### src/rtl/vx_warp_ibuf.sv
// Per-warp instruction FIFOs that feed one registered, round-robin arbitrated issue port.
// Optional: define IBUF_PERF_EN to count decode stall cycles on perf_ibf_stalls.
module vx_warp_ibuf #(
    parameter int NUM_WARPS     = 4,
    parameter int NW_BITS       = $clog2(NUM_WARPS),
    parameter int IBUF_SIZE     = 2,
    parameter int DATAW         = 64,
    parameter int PERF_CTR_BITS = 44
) (
    input  logic                     clk,
    input  logic                     reset,
    input  logic                     decode_valid,
    input  logic [NW_BITS-1:0]       decode_wid,
    input  logic [DATAW-1:0]         decode_data,
    output logic                     decode_ready,
    output logic                     ibuf_valid,
    output logic [NW_BITS-1:0]       ibuf_wid,
    output logic [DATAW-1:0]         ibuf_data,
    input  logic                     ibuf_ready,
    output logic [NUM_WARPS-1:0]     warp_full,
    output logic [PERF_CTR_BITS-1:0] perf_ibf_stalls
);

    localparam int PTR_BITS = $clog2(IBUF_SIZE);
    localparam int CNT_BITS = $clog2(IBUF_SIZE + 1);
    localparam logic [CNT_BITS-1:0] FULL_CNT = CNT_BITS'(IBUF_SIZE);

    logic [DATAW-1:0]    mem   [NUM_WARPS][IBUF_SIZE];
    logic [PTR_BITS-1:0] wptr  [NUM_WARPS];
    logic [PTR_BITS-1:0] rptr  [NUM_WARPS];
    logic [CNT_BITS-1:0] count [NUM_WARPS];
    logic [NW_BITS-1:0]  rr_last;

    logic                 enq;
    logic                 load;
    logic                 deq;
    logic                 deq_found;
    logic [NW_BITS-1:0]   deq_wid;
    logic [NW_BITS-1:0]   cand;
    logic [NUM_WARPS-1:0] enq_mask;
    logic [NUM_WARPS-1:0] deq_mask;

    assign decode_ready = (count[decode_wid] != FULL_CNT);
    assign enq          = decode_valid && decode_ready;
    assign load         = !ibuf_valid || ibuf_ready;
    assign deq          = load && deq_found;
    assign enq_mask     = enq ? (NUM_WARPS'(1) << decode_wid) : '0;
    assign deq_mask     = deq ? (NUM_WARPS'(1) << deq_wid) : '0;

    always_comb begin
        for (int w = 0; w < NUM_WARPS; w++) begin
            warp_full[w] = (count[w] == FULL_CNT);
        end
    end

    // Search starts just past the last winner; offset NUM_WARPS wraps back to rr_last itself.
    always_comb begin
        deq_found = 1'b0;
        deq_wid   = '0;
        cand      = '0;
        for (int i = 1; i <= NUM_WARPS; i++) begin
            cand = rr_last + NW_BITS'(i);
            if (!deq_found && count[cand] != '0) begin
                deq_found = 1'b1;
                deq_wid   = cand;
            end
        end
    end

    always_ff @(posedge clk or negedge reset) begin
        if (!reset) begin
            for (int w = 0; w < NUM_WARPS; w++) begin
                wptr[w]  <= '0;
                rptr[w]  <= '0;
                count[w] <= '0;
            end
        end else begin
            for (int w = 0; w < NUM_WARPS; w++) begin
                if (enq_mask[w]) begin
                    wptr[w] <= wptr[w] + PTR_BITS'(1);
                end
                if (deq_mask[w]) begin
                    rptr[w] <= rptr[w] + PTR_BITS'(1);
                end
                if (enq_mask[w] && !deq_mask[w]) begin
                    count[w] <= count[w] + CNT_BITS'(1);
                end else if (!enq_mask[w] && deq_mask[w]) begin
                    count[w] <= count[w] - CNT_BITS'(1);
                end
            end
        end
    end

    // Payload storage is deliberately left unreset; counts gate every read.
    always_ff @(posedge clk) begin
        if (enq) begin
            mem[decode_wid][wptr[decode_wid]] <= decode_data;
        end
    end

    always_ff @(posedge clk or negedge reset) begin
        if (!reset) begin
            ibuf_valid <= 1'b0;
            ibuf_wid   <= '0;
            ibuf_data  <= '0;
            rr_last    <= NW_BITS'(NUM_WARPS - 1);
        end else if (load) begin
            ibuf_valid <= deq_found;
            if (deq_found) begin
                ibuf_wid  <= deq_wid;
                ibuf_data <= mem[deq_wid][rptr[deq_wid]];
                rr_last   <= deq_wid;
            end
        end
    end

`ifdef IBUF_PERF_EN
    logic [PERF_CTR_BITS-1:0] stall_ctr;

    always_ff @(posedge clk or negedge reset) begin
        if (!reset) begin
            stall_ctr <= '0;
        end else if (decode_valid && !decode_ready) begin
            stall_ctr <= stall_ctr + PERF_CTR_BITS'(1);
        end
    end

    assign perf_ibf_stalls = stall_ctr;
`else
    assign perf_ibf_stalls = '0;
`endif

endmodule

### config.mk
export PLATFORM = sky130hd
export DESIGN_NAME = vx_warp_ibuf
export DESIGN_NICKNAME = d
export VERILOG_FILES = /design/src/rtl/vx_warp_ibuf.sv
export SDC_FILE = /design/constraint.sdc
export NUM_CORES = 1
export LEC_CHECK = 0
export ABC_AREA = 1
export BUFFER_PORTS_ARGS = -buffer_cell sky130_fd_sc_hd__buf_2
export CAP_MARGIN = 20
export CORE_AREA = 2 2 242 268
export CTS_BUF_LIST = sky130_fd_sc_hd__clkbuf_4 sky130_fd_sc_hd__clkbuf_8 sky130_fd_sc_hd__clkbuf_16
export CTS_CLUSTER_SIZE = 28
export DETAILED_ROUTE_END_ITERATION = 8
export DIE_AREA = 0 0 244 270
export GPL_TIMING_DRIVEN = 0
export REMOVE_ABC_BUFFERS = 1
export SYNTH_ARGS = -nofsm -noshare
export SYNTH_HDL_FRONTEND = slang
export SYNTH_SLANG_ARGS = --single-unit
export TNS_END_PERCENT = 10
### constraint.sdc
create_clock -name clk -period 7.5 [get_ports clk]
set_input_delay 0.375 -clock clk [delete_from_list [all_inputs] [get_ports clk]]
set_output_delay 0.375 -clock clk [all_outputs]
set_load 0.05 [all_outputs]
==> summary.txt, run 1 <==
Clocking
  • Clock transition at path regs: 0.06 ns
  • Post-cts sizing count: 0
  • Post-CTS setup buffer count: 0
  • Clock Sink Count: 597
  • Clock buffer depth: 3
  • CTS Buf Count: 59
  • Clock latency on the worst-skew pair: 0.63 ns
  • H-tree depth: 2
  • CTS tree: yes
  • CTS root buffer: clkbuf_16

Synth
  • EDFF count, synth: 512
  • Synth Area in XOR/XNOR: 0.560%
  • Avg Cell Area, Syn: 11.4 sq um
  • Sequential area share after synthesis: 70.0%
  • Mapped Area: 25000 sq um
  • Top post-synthesis cells by area: edfxtp_1 61%, nand3_1 14%, nand2_1 8.6%
  • Total number of yosys warnings: 0
  • Count leader, synth: nand3_1
  • Synth Register Bits: 597
  • Most frequent cells after synthesis: 723 x nand3_1, 573 x nand2_1, 512 x edfxtp_1
  • Post-Syn Instances: 2197
  • Post-synthesis compound-gate area fraction: 0.530%
  • Top cell type's share of synthesized area: 61.5%
  • Distinct cells, synth: 31
  • Synth Area in Simple Gates: 23.8%
  • Ys async rst share: 14.2%
  • Most area-hungry cell type in the Yosys netlist: edfxtp_1
  • Adder-Cell Fraction of Synth Area: 0.200%
  • Main synth FF type: edfxtp_1
  • Largest family of logic cells by synthesized area: simple AND/OR/NAND/NOR gates
  • Mux cell area share after synthesis: 0%

Setup path
  • Worst r2r path cells: 17
  • Worst Path Max Fanout: 134
  • Crit end category: register
  • Crit-path cells: inv_2 -> nand3_1 -> nand2_1 -> nand2_1 -> inv_1 -> nand3_1 -> nand3_4 -> buf_12 -> buf_16 -> nand2_8 -> nand2_1 -> nand3_1 -> nand2_4 -> buf_12 -> nand2_1 -> nand3_1 -> nand2_1
  • Slowest cell on the critical path: nand2_8
  • Startpoint class of the critical path: register
  • Worst Path Arrival: 5.83 ns
  • Most frequent CP cell: nand2_1
  • Max incr delay on CP: 0.75 ns
  • Crit path required time: 8.06 ns
  • Critical path class: reg -> reg

STA
  • Setup TNS: 0 ns
  • Final setup viols: 0
  • Fin crit share: 70.2%
  • Final Hold Fails: 0
  • Fin worst setup slack: 2.24 ns
  • Final clock skew: 0.00828 ns
  • Worst slew margin: 34.5%
  • Unrepaired setup endpoints after global routing: false
  • Minimum clock period: 5.26 ns
  • Slew Limit Fails: 0
  • Fmax: 0.190 GHz
  • Worst-Margin Slew: 0.981 ns

Drt
  • Wire length per cell: 20.2 um
  • First drt pass iteration count: 5
  • DRT antenna net count: 0
  • Via count: 17400
  • Vias/cell: 5.37
  • Drt initial violations: 1635
  • # DRC: 0
  • Routed WL: 65600 um

Floorplan
  • Die Wd: 244 um
  • IO Count: 186
  • Core box area: 63200 sq um
  • Die Y: 270 um
  • Die area: 65900 sq um
  • Initial Utilization: 39.6%
  • Rows: 97

Global route
  • Global-route wire length before repair: 102000 um
  • Number of global-route vias before repair: 17100
  • Initial antenna violation count: 8
  • Largest net degree at the start of global routing: 135
  • Aggregate global routing overflow: 0
  • Total Routing Usage GR: 19.9%

Placement
  • Port bufs: 141
  • Final Wtd Congestion: 0.771
  • Dpl hpwl: 38000 um
  • Worst slack, placed: 2.26 ns

Layout
  • Area Overhead vs Synth: 17.9%
  • Layout cells sized above 1: 14.2%
  • Fill cell count: 5552
  • Final nets: 2421

Run status
  • Outcome: finished clean

Run
  • Maxcap violations: 0

Hold path
  • Worst hold path type: in -> reg
  • WHS Path Cells: 1
-- per-layer routing --
metal  up-vias  share of wire [%]  global-route usage (%)
met4        10                2.7                    7.37
met3       122                7.7                    3.35
met2       689                 47                    31.9
met1      8582                 42                    27.4
li1       8010                  -                       -
met5         -              0.090                       0
-- metrics by stage --
step	util, %	cells	area [sq um]	hold slack (ns)
after floorplan	-	2042	24100	0.0794
after global placement	40.8	3024	25800	0.457
after detailed placement	42.8	3091	27100	0.461
after CTS	46.6	3238	29500	0.000403
after global routing	46.6	3239	29500	0.0225
final	46.6	3242	29500	0.0232
-- worst max-delay path, delay by kind of cell, from the launching register on --
| kind | cells | cell delay, ns |
|---|---|---|
| buffers and inverters | 5 | 1.31 |
| DFF | 1 | 0.74 |
| and+or+nand+nor | 12 | 3.04 |
-- cell usage in the layout, fill, tap and decap left out, drive strengths merged --
master,instances
clkbuf,74
a21oi,4
nor2,22
buf,208
xnor2,4
nand2,577
bufinv,8
nand4,1
a22oi,2
nand3,727
diode,4
o22ai,2
clkinvlp,4
dfrtp,83
dfstp,2
edfxtp,512
conb,44
xor2,12
o21ai,12
inv,28
o221ai,1
clkinv,25
dlygate4sd3,36
ha,4
o2111ai,1
nor3,4
-- kinds of logic after synthesis --
logic type	after synthesis
buffers and inverters	226
XOR/XNOR	16
AO/OA/AOI/OAI	22
other	1
adder cells (fa/ha/maj)	4
flip-flops	597
AND/OR/NAND/NOR	1331
-- final timing paths --
path | endpoint | slack [ns] | startpoint
min | mem[1][127] | 0.02 | decode_data[63]
max | ibuf_data[22] | 2.24 | rr_last[0]
min reg2reg | wptr[3] | 0.47 | wptr[3]
max reg2reg | ibuf_data[22] | 2.24 | rr_last[0]
min in group asynchronous | ibuf_data[38] | 0.38 | reset
max in group asynchronous | ibuf_data[19] | 6.41 | reset
-- registers in the layout, summed over array words and instances, names as in the netlist --
signal      cells
rr_last         2
ibuf_data      64
rptr            4
wptr            4
count           8
ibuf_wid        2
mem           512
ibuf_valid      1
-- final cells by class --
| type | count | area, sq um | area share (%) |
|---|---|---|---|
| Tap cell | 841 | 1050 | 3.57 |
| Timing Repair Buffer | 244 | 2220 | 7.51 |
| Clock buffer | 74 | 1630 | 5.53 |
| Inverter | 28 | 113 | 0.382 |
| Sequential cell | 597 | 17500 | 59.4 |
| Antenna cell | 4 | 10.0 | 0.0339 |
| Multi-Input combinational cell | 1417 | 6560 | 22.2 |
| Clock inverter | 37 | 405 | 1.37 |
-- what timing repair did --
action,4_1_cts,5_1_grt
setup endpoints to repair,0,0
hold buffers,36,0
hold endpoints to repair,303,0
Power of run 1 is left out: the tool's default activity adds up to more than one toggle a clock period on the data nets, which glitch-free logic cannot reach.
==> inputs of run 2 (changes only) <==
Settings changed: ABC_AREA 1 to 0, CORE_AREA 2 2 242 268 to 2 2 234 259, DIE_AREA 0 0 244 270 to 0 0 236 261.
Clock period 7.5 ns to 4.6 ns, I/O delays scaled along.
==> run 2 against run 1 <==
- register-to-register slack lost 1.3 ns
- sequential share of layout area grew 2.3 points
- fmax up 42%
- cell area fell by 3.8%
- clock-buffer cell count up 9
- setup slack got worse by 1.3 ns
- highest routed layer unchanged
==> summary.txt, run 2 <==
Setup path
  • Max incr delay on CP: 0.71 ns (was 0.75 ns)
  • Crit end category: register (unchanged)
  • Slowest cell on the critical path: nor3_4 (was nand2_8)
  • Worst Path Max Fanout: 70 (was 134)
  • Worst Path Arrival: 4.22 ns (was 5.83 ns)
  • Most frequent CP cell: buf_16 (was nand2_1)
  • Worst path top cell family by delay: simple AND/OR/NAND/NOR gates (unchanged)
  • Worst path buffer plus inverter count: 2 (was 5)
  • Crit path required time: 5.11 ns (was 8.06 ns)
  • Critical path class: reg -> reg (unchanged)
  • Startpoint class of the critical path: register (unchanged)
  • Crit-path cells: or4_1 -> nand3_1 -> nand2_2 -> nor3_4 -> buf_16 -> mux2_8 -> buf_16 -> a221o_1 -> a31oi_1 (was inv_2 -> nand3_1 -> nand2_1 -> nand2_1 -> inv_1 -> nand3_1 -> nand3_4 -> buf_12 -> buf_16 -> nand2_8 -> nand2_1 -> nand3_1 -> nand2_4 -> buf_12 -> nand2_1 -> nand3_1 -> nand2_1)

Synth
  • Post-Syn Instances: 1744 (was 2197)
  • Main synth FF type: edfxtp_1 (unchanged)
  • Sequential area share after synthesis: 74.9% (was 70.0%)
  • Count leader, synth: edfxtp_1 (was nand3_1)
  • Most area-hungry cell type in the Yosys netlist: edfxtp_1 (unchanged)
  • Top cell type's share of synthesized area: 65.8% (was 61.5%)
  • Mapped Area: 23400 sq um (was 25000 sq um)
  • Distinct cells, synth: 41 (was 31)
  • Synth Register Bits: 597 (unchanged)
  • Avg Cell Area, Syn: 13.4 sq um (was 11.4 sq um)
  • Most frequent cells after synthesis: 512 x edfxtp_1, 385 x nand2_1, 197 x nand3_1 (was 723 x nand3_1, 573 x nand2_1, 512 x edfxtp_1)
  • Ys async rst share: 14.2% (unchanged)
  • Total number of yosys warnings: 0 (unchanged)
  • EDFF count, synth: 512 (unchanged)
  • Top post-synthesis cells by area: edfxtp_1 66%, dfrtp_1 8.9%, nand2_1 6.2% (was edfxtp_1 61%, nand3_1 14%, nand2_1 8.6%)

Clocking
  • Hold Buf Count CTS: 66 (was 36)
  • Post-cts sizing count: 0 (unchanged)
  • Clock buffer depth: 3 (unchanged)
  • Clock transition at path regs: 0.06 ns (about the same)
  • H-tree depth: 2 (unchanged)
  • CTS root buffer: clkbuf_16 (unchanged)
  • Clock latency on the worst-skew pair: 0.61 ns (was 0.63 ns)
  • CTS Buf Count: 57 (was 59)
  • Clock Sink Count: 597 (unchanged)
  • Post-CTS setup buffer count: 0 (unchanged)
  • CTS tree: yes (unchanged)

Run
  • Maxcap violations: 0 (unchanged)

Global route
  • Aggregate global routing overflow: 0 (unchanged)
  • Number of global-route vias before repair: 14500 (was 17100)
  • Initial antenna violation count: 9 (was 8)
  • Total Routing Usage GR: 18.3% (was 19.9%)
  • Largest net degree at the start of global routing: 83 (was 135)
  • Global-route wire length before repair: 86400 um (was 102000 um)

Layout
  • Max FFs per register: 512 (unchanged)
  • Most frequent cells in the layout: 512 x edfxtp_1, 385 x nand2_1, 197 x nand3_1 (was 722 x nand3_1, 572 x nand2_1, 512 x edfxtp_1)
  • Fill cell count: 5129 (was 5552)
  • Area Overhead vs Synth: 21.4% (was 17.9%)
  • Register area: 17500 sq um (unchanged)
  • Final core utilization: 48.0% (was 46.6%)
  • Most common cell after layout, fill and taps aside: edfxtp_1 (was nand3_1)
  • Layout cells sized above 1: 16.4% (was 14.2%)
  • Post-route non-filler standard cell count: 2777 (was 3242)
  • Area of the multi-input gates: 5210 sq um (was 6560 sq um)
  • Final nets: 2028 (was 2421)

Hold path
  • Worst hold path type: in -> reg (unchanged)

Floorplan
  • Core box area: 59200 sq um (was 63200 sq um)
  • Initial Utilization: 39.5% (was 39.6%)
  • IO Count: 186 (unchanged)
  • Die Y: 261 um (was 270 um)
  • Rows: 94 (was 97)
  • Die Wd: 236 um (was 244 um)
  • Die area: 61600 sq um (was 65900 sq um)

STA
  • Fin crit share: 80.6% (was 70.2%)
  • Slew Limit Fails: 0 (unchanged)
  • Worst slew margin: 41.0% (was 34.5%)
  • Worst-Margin Slew: 0.883 ns (was 0.981 ns)
  • Unrepaired setup endpoints after global routing: false (unchanged)
  • Minimum clock period: 3.71 ns (was 5.26 ns)
  • Final clock skew: 0.0135 ns (was 0.00828 ns)
  • Final Hold Fails: 0 (unchanged)
  • Fin worst setup slack: 0.893 ns (was 2.24 ns)
  • Final setup viols: 0 (unchanged)
  • Fmax: 0.270 GHz (was 0.190 GHz)
  • Hold slack: 0.107 ns (was 0.0232 ns)

Placement
  • Worst slack, placed: 0.928 ns (was 2.26 ns)
  • Port bufs: 141 (unchanged)
  • Final Wtd Congestion: 0.690 (was 0.771)
  • Cells after DPL: 2597 (was 3091)
  • Dpl hpwl: 32200 um (was 38000 um)

Drt
  • Drt initial violations: 1224 (was 1635)
  • # DRC: 0 (unchanged)
  • Vias/cell: 5.32 (was 5.37)
  • Routed WL: 56600 um (was 65600 um)
  • DRT antenna net count: 0 (unchanged)
  • Via count: 14800 (was 17400)
  • Wire length per cell: 20.4 um (was 20.2 um)
  • First drt pass iteration count: 5 (unchanged)

Run status
  • Outcome: finished clean (unchanged)
==> run 2: layout make-up <==
type                    count  share of cell area, %
clock inverters            25                   1.45
well taps                 768                   3.39
repair buffers            268                   8.99
inverters                   2                 0.0265
multi-input cells        1028                   18.3
clock buffers              83                   6.08
diodes                      6                 0.0529
flip-flops and latches    597                   61.7
==> run 2: path summary, 6_finish.rpt <==
kind / start / endpoint / slack (ns) / cells after the start
worst max register to register: count[7] / ibuf_data[32] / 0.89 / 9
worst min-delay path: decode_wid[1] / wptr[3] / 0.11 / 4
min in group asynchronous: reset / ibuf_data[46] / 0.13 / 2
worst min register to register: rptr[1] / rptr[1] / 0.49 / 1
worst max-delay path: count[7] / ibuf_data[32] / 0.89 / 9
max in group asynchronous: reset / ibuf_data[58] / 3.73 / 3
==> run 2: logic make-up after synthesis <==
kind of cell,synth area share [%]
AOI/OAI and AO/OA,7.43
muxes,0.476
buffers and inverters,3.85
adders and majority gates,0.214
and+or+nand+nor,12.5
other,0.0160
xor gates and xnor gates,0.599
DFF,74.9
==> run 2: per-layer routing <==
metal / vias to the layer above / GRT usage (%) / wire length, um
met4: 4 / 5.04 / 1050
met3: 81 / 3.56 / 3250
li1: 6754 / - / -
met2: 425 / 30.4 / 27300
met5: - / 0 / 24
met1: 7522 / 24.6 / 25000
==> run 2: metrics by stage <==
step	area (sq um)	setup TNS, ns
finish	28400	0
floorplan	22600	-422.85
CTS	28400	0
detailed placement	25600	0
global route	28400	0
global placement	24300	-2044.50
==> run 2: worst reg2reg max path, cell delays in order (launching register included) <==
cell and delay, ns:
dfrtp_1 0.44, or4_1 0.55, nand3_1 0.12, nand2_2 0.08, nor3_4 0.71, buf_16 0.24, mux2_8 0.57, buf_16 0.30
a221o_1 0.42, a31oi_1 0.19
Power of run 2 is left out for the same reason.
